[config.mk]
export PLATFORM = sky130hd
export DESIGN_NAME = shift_oscillator
export DESIGN_NICKNAME = d
export VERILOG_FILES = /design/src/rtl/pll_pkg.sv /design/src/rtl/shift_credit_counter.sv /design/src/rtl/shift_oscillator.sv
export SDC_FILE = /design/constraint.sdc
export NUM_CORES = 1
export LEC_CHECK = 0
export CORE_AREA = 4 4 69 71
export DETAILED_ROUTE_END_ITERATION = 12
export DIE_AREA = 0 0 73 75
export DONT_BUFFER_PORTS = 1
export PLACE_DENSITY_LB_ADDON = 0.08
export SLEW_MARGIN = 20
export SYNTH_ARGS = -nofsm -noshare
export SYNTH_HDL_FRONTEND = slang
export SYNTH_SLANG_ARGS = --single-unit
[constraint.sdc]
create_clock -name clk_i -period 7.31 [get_ports clk_i]
set_clock_uncertainty 0.1 [all_clocks]
set_input_delay 1.462 -clock clk_i [delete_from_list [all_inputs] [get_ports clk_i]]
set_output_delay 1.462 -clock clk_i [all_outputs]
set_load 0.02 [all_outputs]
[src/rtl/pll_pkg.sv]
// Shared types and constants for the shift oscillator and its credit counter.
package pll_pkg;

  // Oscillator run state.
  typedef enum logic [0:0] {
    STOP = 1'b0,
    RUN  = 1'b1
  } state_e;

  // Adjustment chosen for the half-period that starts at a toggle edge.
  typedef enum logic [1:0] {
    ADJ_NONE    = 2'd0,
    ADJ_ADVANCE = 2'd1,
    ADJ_RETARD  = 2'd2
  } adj_e;

  localparam int DEFAULT_HALF_PERIOD = 50;
  localparam int DEFAULT_PEND_MAX    = 7;

  // Clamp a signed credit value to [-lim, +lim].
  function automatic logic signed [9:0] clamp_credit(input logic signed [9:0] v,
                                                     input logic signed [9:0] lim);
    logic signed [9:0] r;
    if (v > lim) begin
      r = lim;
    end else if (v < -lim) begin
      r = -lim;
    end else begin
      r = v;
    end
    return r;
  endfunction

endpackage

[src/rtl/shift_credit_counter.sv]
// Saturating signed up/down counter holding the outstanding phase-shift credit.
// Requests (inc/dec) and consumption at a toggle edge are summed first, then
// the total is clamped to +/-PEND_MAX.
module shift_credit_counter
  import pll_pkg::*;
#(
  parameter int PEND_MAX = DEFAULT_PEND_MAX
) (
  input  logic              clk,
  input  logic              rst_n,
  input  logic              clear,
  input  logic              inc,
  input  logic              dec,
  input  logic              consume_pos,
  input  logic              consume_neg,
  output logic signed [7:0] count,
  output logic              saturated
);

  localparam logic signed [9:0] LIM = 10'(PEND_MAX);

  logic signed [9:0] sum;
  logic signed [9:0] next_count;
  logic              next_sat;

  // Sum all same-cycle effects, then clamp.
  always_comb begin
    sum = $signed({{2{count[7]}}, count})
        + (inc         ? 10'sd1 : 10'sd0)
        - (dec         ? 10'sd1 : 10'sd0)
        - (consume_pos ? 10'sd1 : 10'sd0)
        + (consume_neg ? 10'sd1 : 10'sd0);
    next_count = clamp_credit(sum, LIM);
    next_sat   = (next_count == LIM) || (next_count == -LIM);
  end

  // Credit register; cleared whenever the oscillator is not running.
  always_ff @(posedge clk or negedge rst_n) begin
    if (!rst_n) begin
      count     <= 8'sd0;
      saturated <= 1'b0;
    end else if (clear) begin
      count     <= 8'sd0;
      saturated <= 1'b0;
    end else begin
      count     <= next_count[7:0];
      saturated <= next_sat;
    end
  end

endmodule

[src/rtl/shift_oscillator.sv]
// Square-wave oscillator whose half-periods can be shortened or lengthened by
// one clock, once per half-period, using an accumulated shift credit.
module shift_oscillator
  import pll_pkg::*;
#(
  parameter int HALF_PERIOD = DEFAULT_HALF_PERIOD,
  parameter int CNT_W       = 8,
  parameter int PEND_MAX    = DEFAULT_PEND_MAX
) (
  input  logic              clk_i,
  input  logic              reset_i,
  input  logic              enable_i,
  input  logic              positiveShift_i,
  input  logic              negativeShift_i,
  output logic              signal_o,
  output logic              edge_o,
  output logic [CNT_W-1:0]  phase_o,
  output logic signed [7:0] pending_o,
  output logic              saturated_o
);

  localparam logic [CNT_W-1:0] LIM_NOM   = CNT_W'(HALF_PERIOD);
  localparam logic [CNT_W-1:0] LIM_SHORT = CNT_W'(HALF_PERIOD - 1);
  localparam logic [CNT_W-1:0] LIM_LONG  = CNT_W'(HALF_PERIOD + 1);
  localparam logic [CNT_W-1:0] CNT_ONE   = CNT_W'(1);
  localparam logic [CNT_W-1:0] CNT_ZERO  = CNT_W'(0);

  state_e            state;
  logic [CNT_W-1:0]  cnt;
  logic [CNT_W-1:0]  limit;
  logic              signal;
  logic              edge_pulse;
  logic              active;
  logic              toggle;
  adj_e              adj;
  logic signed [7:0] pending;
  logic              sat;

  // Half-period length selected by an adjustment decision.
  function automatic logic [CNT_W-1:0] limit_for(input adj_e a);
    logic [CNT_W-1:0] l;
    case (a)
      ADJ_ADVANCE: l = LIM_SHORT;
      ADJ_RETARD:  l = LIM_LONG;
      ADJ_NONE:    l = LIM_NOM;
      default:     l = LIM_NOM;
    endcase
    return l;
  endfunction

  // Counting only happens on edges where we are already running and stay running;
  // the entry edge and the leaving edge both leave everything cleared.
  assign active = (state == RUN) && enable_i;
  assign toggle = active && (cnt == (limit - CNT_ONE));

  // Pick the adjustment for the next half-period from the credit already held,
  // so a shift arriving on the toggle edge itself waits for the following one.
  always_comb begin
    adj = ADJ_NONE;
    if (toggle) begin
      if (pending > 8'sd0) begin
        adj = ADJ_ADVANCE;
      end else if (pending < 8'sd0) begin
        adj = ADJ_RETARD;
      end else begin
        adj = ADJ_NONE;
      end
    end else begin
      adj = ADJ_NONE;
    end
  end

  // Run/stop state follows enable_i on every edge.
  always_ff @(posedge clk_i or negedge reset_i) begin
    if (!reset_i) begin
      state <= STOP;
    end else begin
      case (state)
        STOP:    state <= enable_i ? RUN : STOP;
        RUN:     state <= enable_i ? RUN : STOP;
        default: state <= STOP;
      endcase
    end
  end

  // Phase counter, half-period limit, output level and toggle pulse.
  always_ff @(posedge clk_i or negedge reset_i) begin
    if (!reset_i) begin
      cnt        <= CNT_ZERO;
      limit      <= LIM_NOM;
      signal     <= 1'b0;
      edge_pulse <= 1'b0;
    end else if (!active) begin
      cnt        <= CNT_ZERO;
      limit      <= LIM_NOM;
      signal     <= 1'b0;
      edge_pulse <= 1'b0;
    end else if (toggle) begin
      cnt        <= CNT_ZERO;
      limit      <= limit_for(adj);
      signal     <= ~signal;
      edge_pulse <= 1'b1;
    end else begin
      cnt        <= cnt + CNT_ONE;
      edge_pulse <= 1'b0;
    end
  end

  shift_credit_counter #(
    .PEND_MAX (PEND_MAX)
  ) u_credit (
    .clk         (clk_i),
    .rst_n       (reset_i),
    .clear       (!active),
    .inc         (positiveShift_i & active),
    .dec         (negativeShift_i & active),
    .consume_pos (adj == ADJ_ADVANCE),
    .consume_neg (adj == ADJ_RETARD),
    .count       (pending),
    .saturated   (sat)
  );

  assign signal_o    = signal;
  assign edge_o      = edge_pulse;
  assign phase_o     = cnt;
  assign pending_o   = pending;
  assign saturated_o = sat;

endmodule

Yosys cells after proc, flatten, opt, wreduce, memory -nomap -nowiden
Index checks and enable logic that the tools add are counted.
- word-level logic and storage cells: 50
- input port bits: 5
- register bits: 28
- bitwise operators: 3
- reduce and logical (&&, ||, !) cells: 3
- add/sub/neg operators: 6
- eq/ne operators: 6
- order comparisons: 4
- muxes and demuxes: 21
- operator list (cell ; number):
    8-bit 2-to-1 mux ; 5
    10-bit by 4-bit == test with 1-bit output (second input constant) ; 2
    10-bit 2-to-1 mux ; 2
    10-bit subtractor ; 2
    10-bit adder ; 1
    10-bit by 4-bit greater-than comparator with 1-bit output (second input constant) ; 1
    10-bit by 4-bit < comparator with 1-bit output (second input constant) ; 1
    1-bit 2-to-1 mux ; 10
    8-bit by 2-bit adder with 9-bit output ; 1
    8-bit by 1-bit adder with 8-bit output (second input constant) ; 1
    8-bit == test ; 1
    8-bit by 1-bit greater-than comparator with 1-bit output (second input constant) ; 1
    8-bit by 1-bit < comparator with 1-bit output (second input constant) ; 1
    8-bit by 1-bit subtractor with 8-bit output (second input constant) ; 1
    2-bit 2-to-1 mux ; 3
    2-bit case mux with 2 select lines ; 1
    1-bit AND ; 2
    2-bit by 1-bit == test with 1-bit output (second input constant) ; 1
    2-bit == test (second input constant) ; 1
    1-bit logical AND ; 2
    2-bit by 1-bit != test with 1-bit output (second input constant) ; 1
    1-bit logical OR ; 1
    1-bit NOT ; 1

Longest topological paths before layout
- depth after elaboration: 14
- depth in mapped cells: 30
- depth with buffers taken out: 29

Cells and area by module
From an unflattened synthesis, not the netlist that was laid out.
- cell total of the unflattened synthesis: 175
- area total of the unflattened synthesis: 1646.6 um^2
- modules (own cells, without submodules) (module ; cells each ; area each (um^2) ; times used):
    shift_credit_counter ; 105 ; 927.1 ; 1
    shift_oscillator ; 70 ; 719.4 ; 1

Worst setup path before layout
Ideal clock, no wire load.
- kind: input to register
- start point: input enable_i
- end point: register u_credit.saturated
- stages on the path: 25
- setup time: 0.079 ns
- setup slack: 0.862 ns
- arrival time: 6.269 ns
- buffers on the path: 1
- cell sequence: nand2_1 > nor2_1 > and2_1 > ha_1 > inv_1 > fa_1 > inv_1 > ha_1 > inv_1 > ha_1 > inv_1 > fa_1 > nor2b_1 > nor2_1 > o31ai_2 > xor2_1 > nand2_1 > or4_1 > ha_1 > clkbuf_1 > nand2b_1 > or2_2 > or4_1 > a211oi_1 > o2bb2ai_1
- word-level cells in the longest chain between the ends: 13
- ends and longest elaborated chain (item ; RTL line ; source):
    from (decl) ; shift_oscillator.sv:12 ; input logic enable_i,
    1-bit logical AND (*) ; shift_oscillator.sv:53 ; assign active = (state == RUN) && enable_i;
    1-bit AND / 1-bit logical AND (equally long branches) ; shift_oscillator.sv:115, shift_oscillator.sv:54 ;
    1-bit 2-to-1 mux / 2-bit 2-to-1 mux (equally long branches) ; shift_credit_counter.sv:29, shift_oscillator.sv:60 ;
    8-bit by 2-bit adder with 9-bit output / 2-bit by 1-bit == test with 1-bit output (equally long branches) ; shift_credit_counter.sv:29, shift_oscillator.sv:117 ;
    10-bit subtractor / 1-bit 2-to-1 mux (equally long branches) ; shift_credit_counter.sv:30, shift_credit_counter.sv:31 ;
    10-bit subtractor ; shift_credit_counter.sv:31 ; - (consume_pos ? 10'sd1 : 10'sd0)
    10-bit adder ; shift_credit_counter.sv:32 ; + (consume_neg ? 10'sd1 : 10'sd0);
    10-bit by 4-bit < comparator with 1-bit output ; pll_pkg.sv:26 ; end else if (v < -lim) begin
    10-bit 2-to-1 mux ; pll_pkg.sv:26 ;
    10-bit 2-to-1 mux ; pll_pkg.sv:24 ; if (v > lim) begin
    10-bit by 4-bit == test with 1-bit output ; shift_credit_counter.sv:34 ; next_sat = (next_count == LIM) || (next_count == -LIM);
    1-bit logical OR ; shift_credit_counter.sv:34 ;
    1-bit 2-to-1 mux (*) ; shift_credit_counter.sv:42 ; end else if (clear) begin
    to (signal assigned) ; shift_credit_counter.sv:47 ; saturated <= next_sat;
    to (decl) ; shift_credit_counter.sv:17 ; output logic saturated
Mark *: on every way between the ends. The rest lies on a longest branch, timed or not.
A chain may end at the register's enable or synchronous reset.

Worst setup path after layout
- start point: register limit[1]
- end point: register u_credit.saturated
- word-level cells in the longest chain between the ends: 14
- ends and longest elaborated chain (item ; RTL line ; source):
    from (decl) ; shift_oscillator.sv:30 ; logic [CNT_W-1:0] limit;
    from (signal assigned) ; shift_oscillator.sv:100 ; limit <= limit_for(adj);
    8-bit by 1-bit subtractor with 8-bit output (*) ; shift_oscillator.sv:54 ; assign toggle = active && (cnt == (limit - CNT_ONE));
    8-bit == test (*) ; shift_oscillator.sv:54 ;
    1-bit logical AND (*) ; shift_oscillator.sv:54 ;
    2-bit 2-to-1 mux (*) ; shift_oscillator.sv:60 ; if (toggle) begin
    2-bit by 1-bit == test with 1-bit output ; shift_oscillator.sv:117 ; .consume_pos (adj == ADJ_ADVANCE),
    1-bit 2-to-1 mux ; shift_credit_counter.sv:31 ;
    10-bit subtractor ; shift_credit_counter.sv:31 ;
    10-bit adder (*) ; shift_credit_counter.sv:32 ;
    10-bit by 4-bit < comparator with 1-bit output ; pll_pkg.sv:26 ;
    10-bit 2-to-1 mux ; pll_pkg.sv:26 ;
    10-bit 2-to-1 mux (*) ; pll_pkg.sv:24 ;
    10-bit by 4-bit == test with 1-bit output ; shift_credit_counter.sv:34 ;
    1-bit logical OR (*) ; shift_credit_counter.sv:34 ;
    1-bit 2-to-1 mux (*) ; shift_credit_counter.sv:42 ;
Marked as above.

==> reports/results.txt <==
Status -> finished clean
Ant diodes -> 0
Core ar. -> 4230 µm²
Number of fill cells -> 424
Initial Utilization -> 40.9%
Post-synth EDFFs -> 0
CTS max path bufs -> 2
Layout Area Growth over Synthesis -> 8.30%
Most common cell after layout, fill and taps aside -> nor2_1
Global route overflow -> 0
Vias in the first global route -> 1,318
Total die area -> 5480 µm²
Die width -> 73 µm
Min Tclk post-route -> 6710 ps
Die Span Y -> 75 µm
Worst Path Arrival -> 6790 ps
Mean Syn Cell Area -> 8.89 µm²
Max-cap viol count -> 0
I/O Buffers -> 0
Num ports -> 24
Slew HR -> 71.6%
DR iter-0 viols -> 80
Share of layout cells above drive strength 1 -> 10.6%
Final setup vio count -> 0
Ys Warns -> 0
HPWL after detailed placement -> 2.94 mm
Synthesized cell area -> 1730 µm²
GRT Resource Usage Total -> 14.6%
Fmax -> 149 MHz
CP startpoint kind -> register
Worst-Skew Late Latency -> 270 ps
LEAKAGE -> 0.847 nW
Multi-input logic area -> 1090 µm²
Num CTS Buffers -> 3
DRT antenna net count -> 0
Worst stage delay on the critical path -> 540 ps
Post-DP Area -> 1810 µm²
Register area -> 552 µm²
Post-synth net total -> 220
Critical Path Sink Type -> register
Clock Sink Count -> 22
Via-to-Cell Ratio -> 5.31
Final worst path period share -> 91.8%
Worst VDD drop -> 0.116 mV
Crit Path Max Fanout -> 10
Cells after Synth -> 195
RSZ-0062 raised after global routing -> false
WS Path Type -> register to register
Fin. Hold Viols -> 0
Register bit total from synthesis -> 22
CTS tree -> done
Post_cts resized -> 0
Drt drc -> 0
First-pass GRT wire length -> 6.24 mm
Sequential share of the synthesized area -> 31.8%
DR vias -> 1,334
R2R setup slack -> 600 ps
Layout Utilization -> 44.3%
Hold_buf cts -> 0
Crit-path slowest cell -> dfstp_2
HP Class -> register to register
Post-route design area -> 1880 µm²
Fin. max-slew vios -> 0
TritonRoute pass-1 iters -> 4
Dpl cells -> 247
Commonest non-fill, non-tap cells in the layout -> nor2_1 (24), inv_1 (21), dfrtp_1 (21), ha_1 (18), nand2_1 (13)
CTS clk-pin slew, worst paths -> 90 ps
Synth Flop Type -> dfrtp_1
Req. time, crit path -> 7390 ps
Largest net degree at the start of global routing -> 23
Nets@finish -> 225
Setup Fix Bufs, Post-CTS -> 0
Yosys cell types -> 42
Site Rows -> 24
H-tree levels -> 1
Post-Layout Cell Count -> 251
Setup TNS -> 0 ps
Initial antenna violation count -> 0
WL/cell -> 14.9 µm
Worst-Margin Slew -> 426 ps
Clk root buf -> clkbuf_8
Async set-reset flop share out of synthesis -> 100%
GP Congestion -> 0.905
Min Hold Slack -> 477 ps
PD cells -> 357 nW/µm²
Total Wirelength -> 3.74 mm
path summary, 6_finish.rpt:
kind | startpoint | endpoint | cells past startpoint
max | limit[1] | u_credit.saturated | 29
min | limit[0] | limit[0] | 2
max reg2reg | limit[1] | u_credit.saturated | 29
min reg2reg | limit[0] | limit[0] | 2
max in group asynchronous | reset_i | limit[1] | 0
min in group asynchronous | reset_i | edge_o | 0
worst max-delay path, delay by kind of cell (launching register included):
family	cells	cell delay, ps
buffers and inverters	6	470
DFF	1	540
xor gates and xnor gates	2	460
adders and majority gates	7	2020
and+or+nand+nor	11	2390
AOI/OAI and AO/OA	3	630
flip-flops by register name (all words and copies together) (netlist names):
name and count:
edge_o 1, limit 2, phase_o 8, signal_o 1, state 1, u_credit.count 8, u_credit.saturated 1
synthesized netlist by cell type (2+ instances only):
cell type | instances | area share [%]
nand4_1 | 3 | 1.1
or2_2 | 3 | 1.1
fa_1 | 2 | 2.3
o21ai_0 | 5 | 1.4
inv_1 | 21 | 4.5
nor3b_2 | 5 | 3.6
nand2b_1 | 3 | 1.1
a21o_1 | 2 | 0.87
or4_1 | 2 | 0.87
nor3_1 | 3 | 0.87
a211oi_1 | 2 | 0.87
ha_1 | 18 | 13
xor2_1 | 10 | 5.1
xnor2_1 | 10 | 5.1
and3_1 | 2 | 0.72
dfrtp_1 | 21 | 30
nand3_1 | 9 | 2.6
nand2_1 | 13 | 2.8
clkbuf_1 | 2 | 0.43
and2_1 | 2 | 0.72
nor2b_1 | 4 | 1.4
nor2_1 | 24 | 5.2
a21oi_1 | 10 | 2.9
through the flow:
step	setup slack, ps	power [mW]
final	600	0.670
after global routing	118	0.728
after CTS	552	0.675
after detailed placement	492	0.558
after global placement	543	0.555
after floorplan	862	0.484
report_power, final:
group	leakage (nW)	switching, mW	internal [mW]
clock network	0.0357	0.0396	0.0731
registers	0.296	0.0350	0.135
logic	0.515	0.219	0.169
layout make-up:
class / count / share of cell area, %
Tap cell: 52 / 3.47
Clock buffer: 3 / 2.20
Timing Repair Buffer: 2 / 0.800
Inverter: 21 / 4.20
Multi-Input combinational cell: 150 / 58.3
Sequential cell: 22 / 29.4
Clock inverter: 1 / 1.60
logic make-up after synthesis:
kind of cell	Yosys count	share of synthesized area, %
AND/OR/NAND/NOR	78	24.4
AO/OA/AOI/OAI	30	12.1
XOR/XNOR	20	10.1
flip-flops	22	31.8
buffers and inverters	23	4.98
adder cells (fa/ha/maj)	20	15.3
multiplexers	2	1.23
metal layers:
layer	track usage [%]	share of wire, %	up-vias
li1	-	-	673
met1	21.9	51	625
met2	21.3	43	34
met3	3.74	6.1	2
met4	2.46	0.40	0
met5	0	0	-
Note: power is estimated with default switching activity, not from simulation.
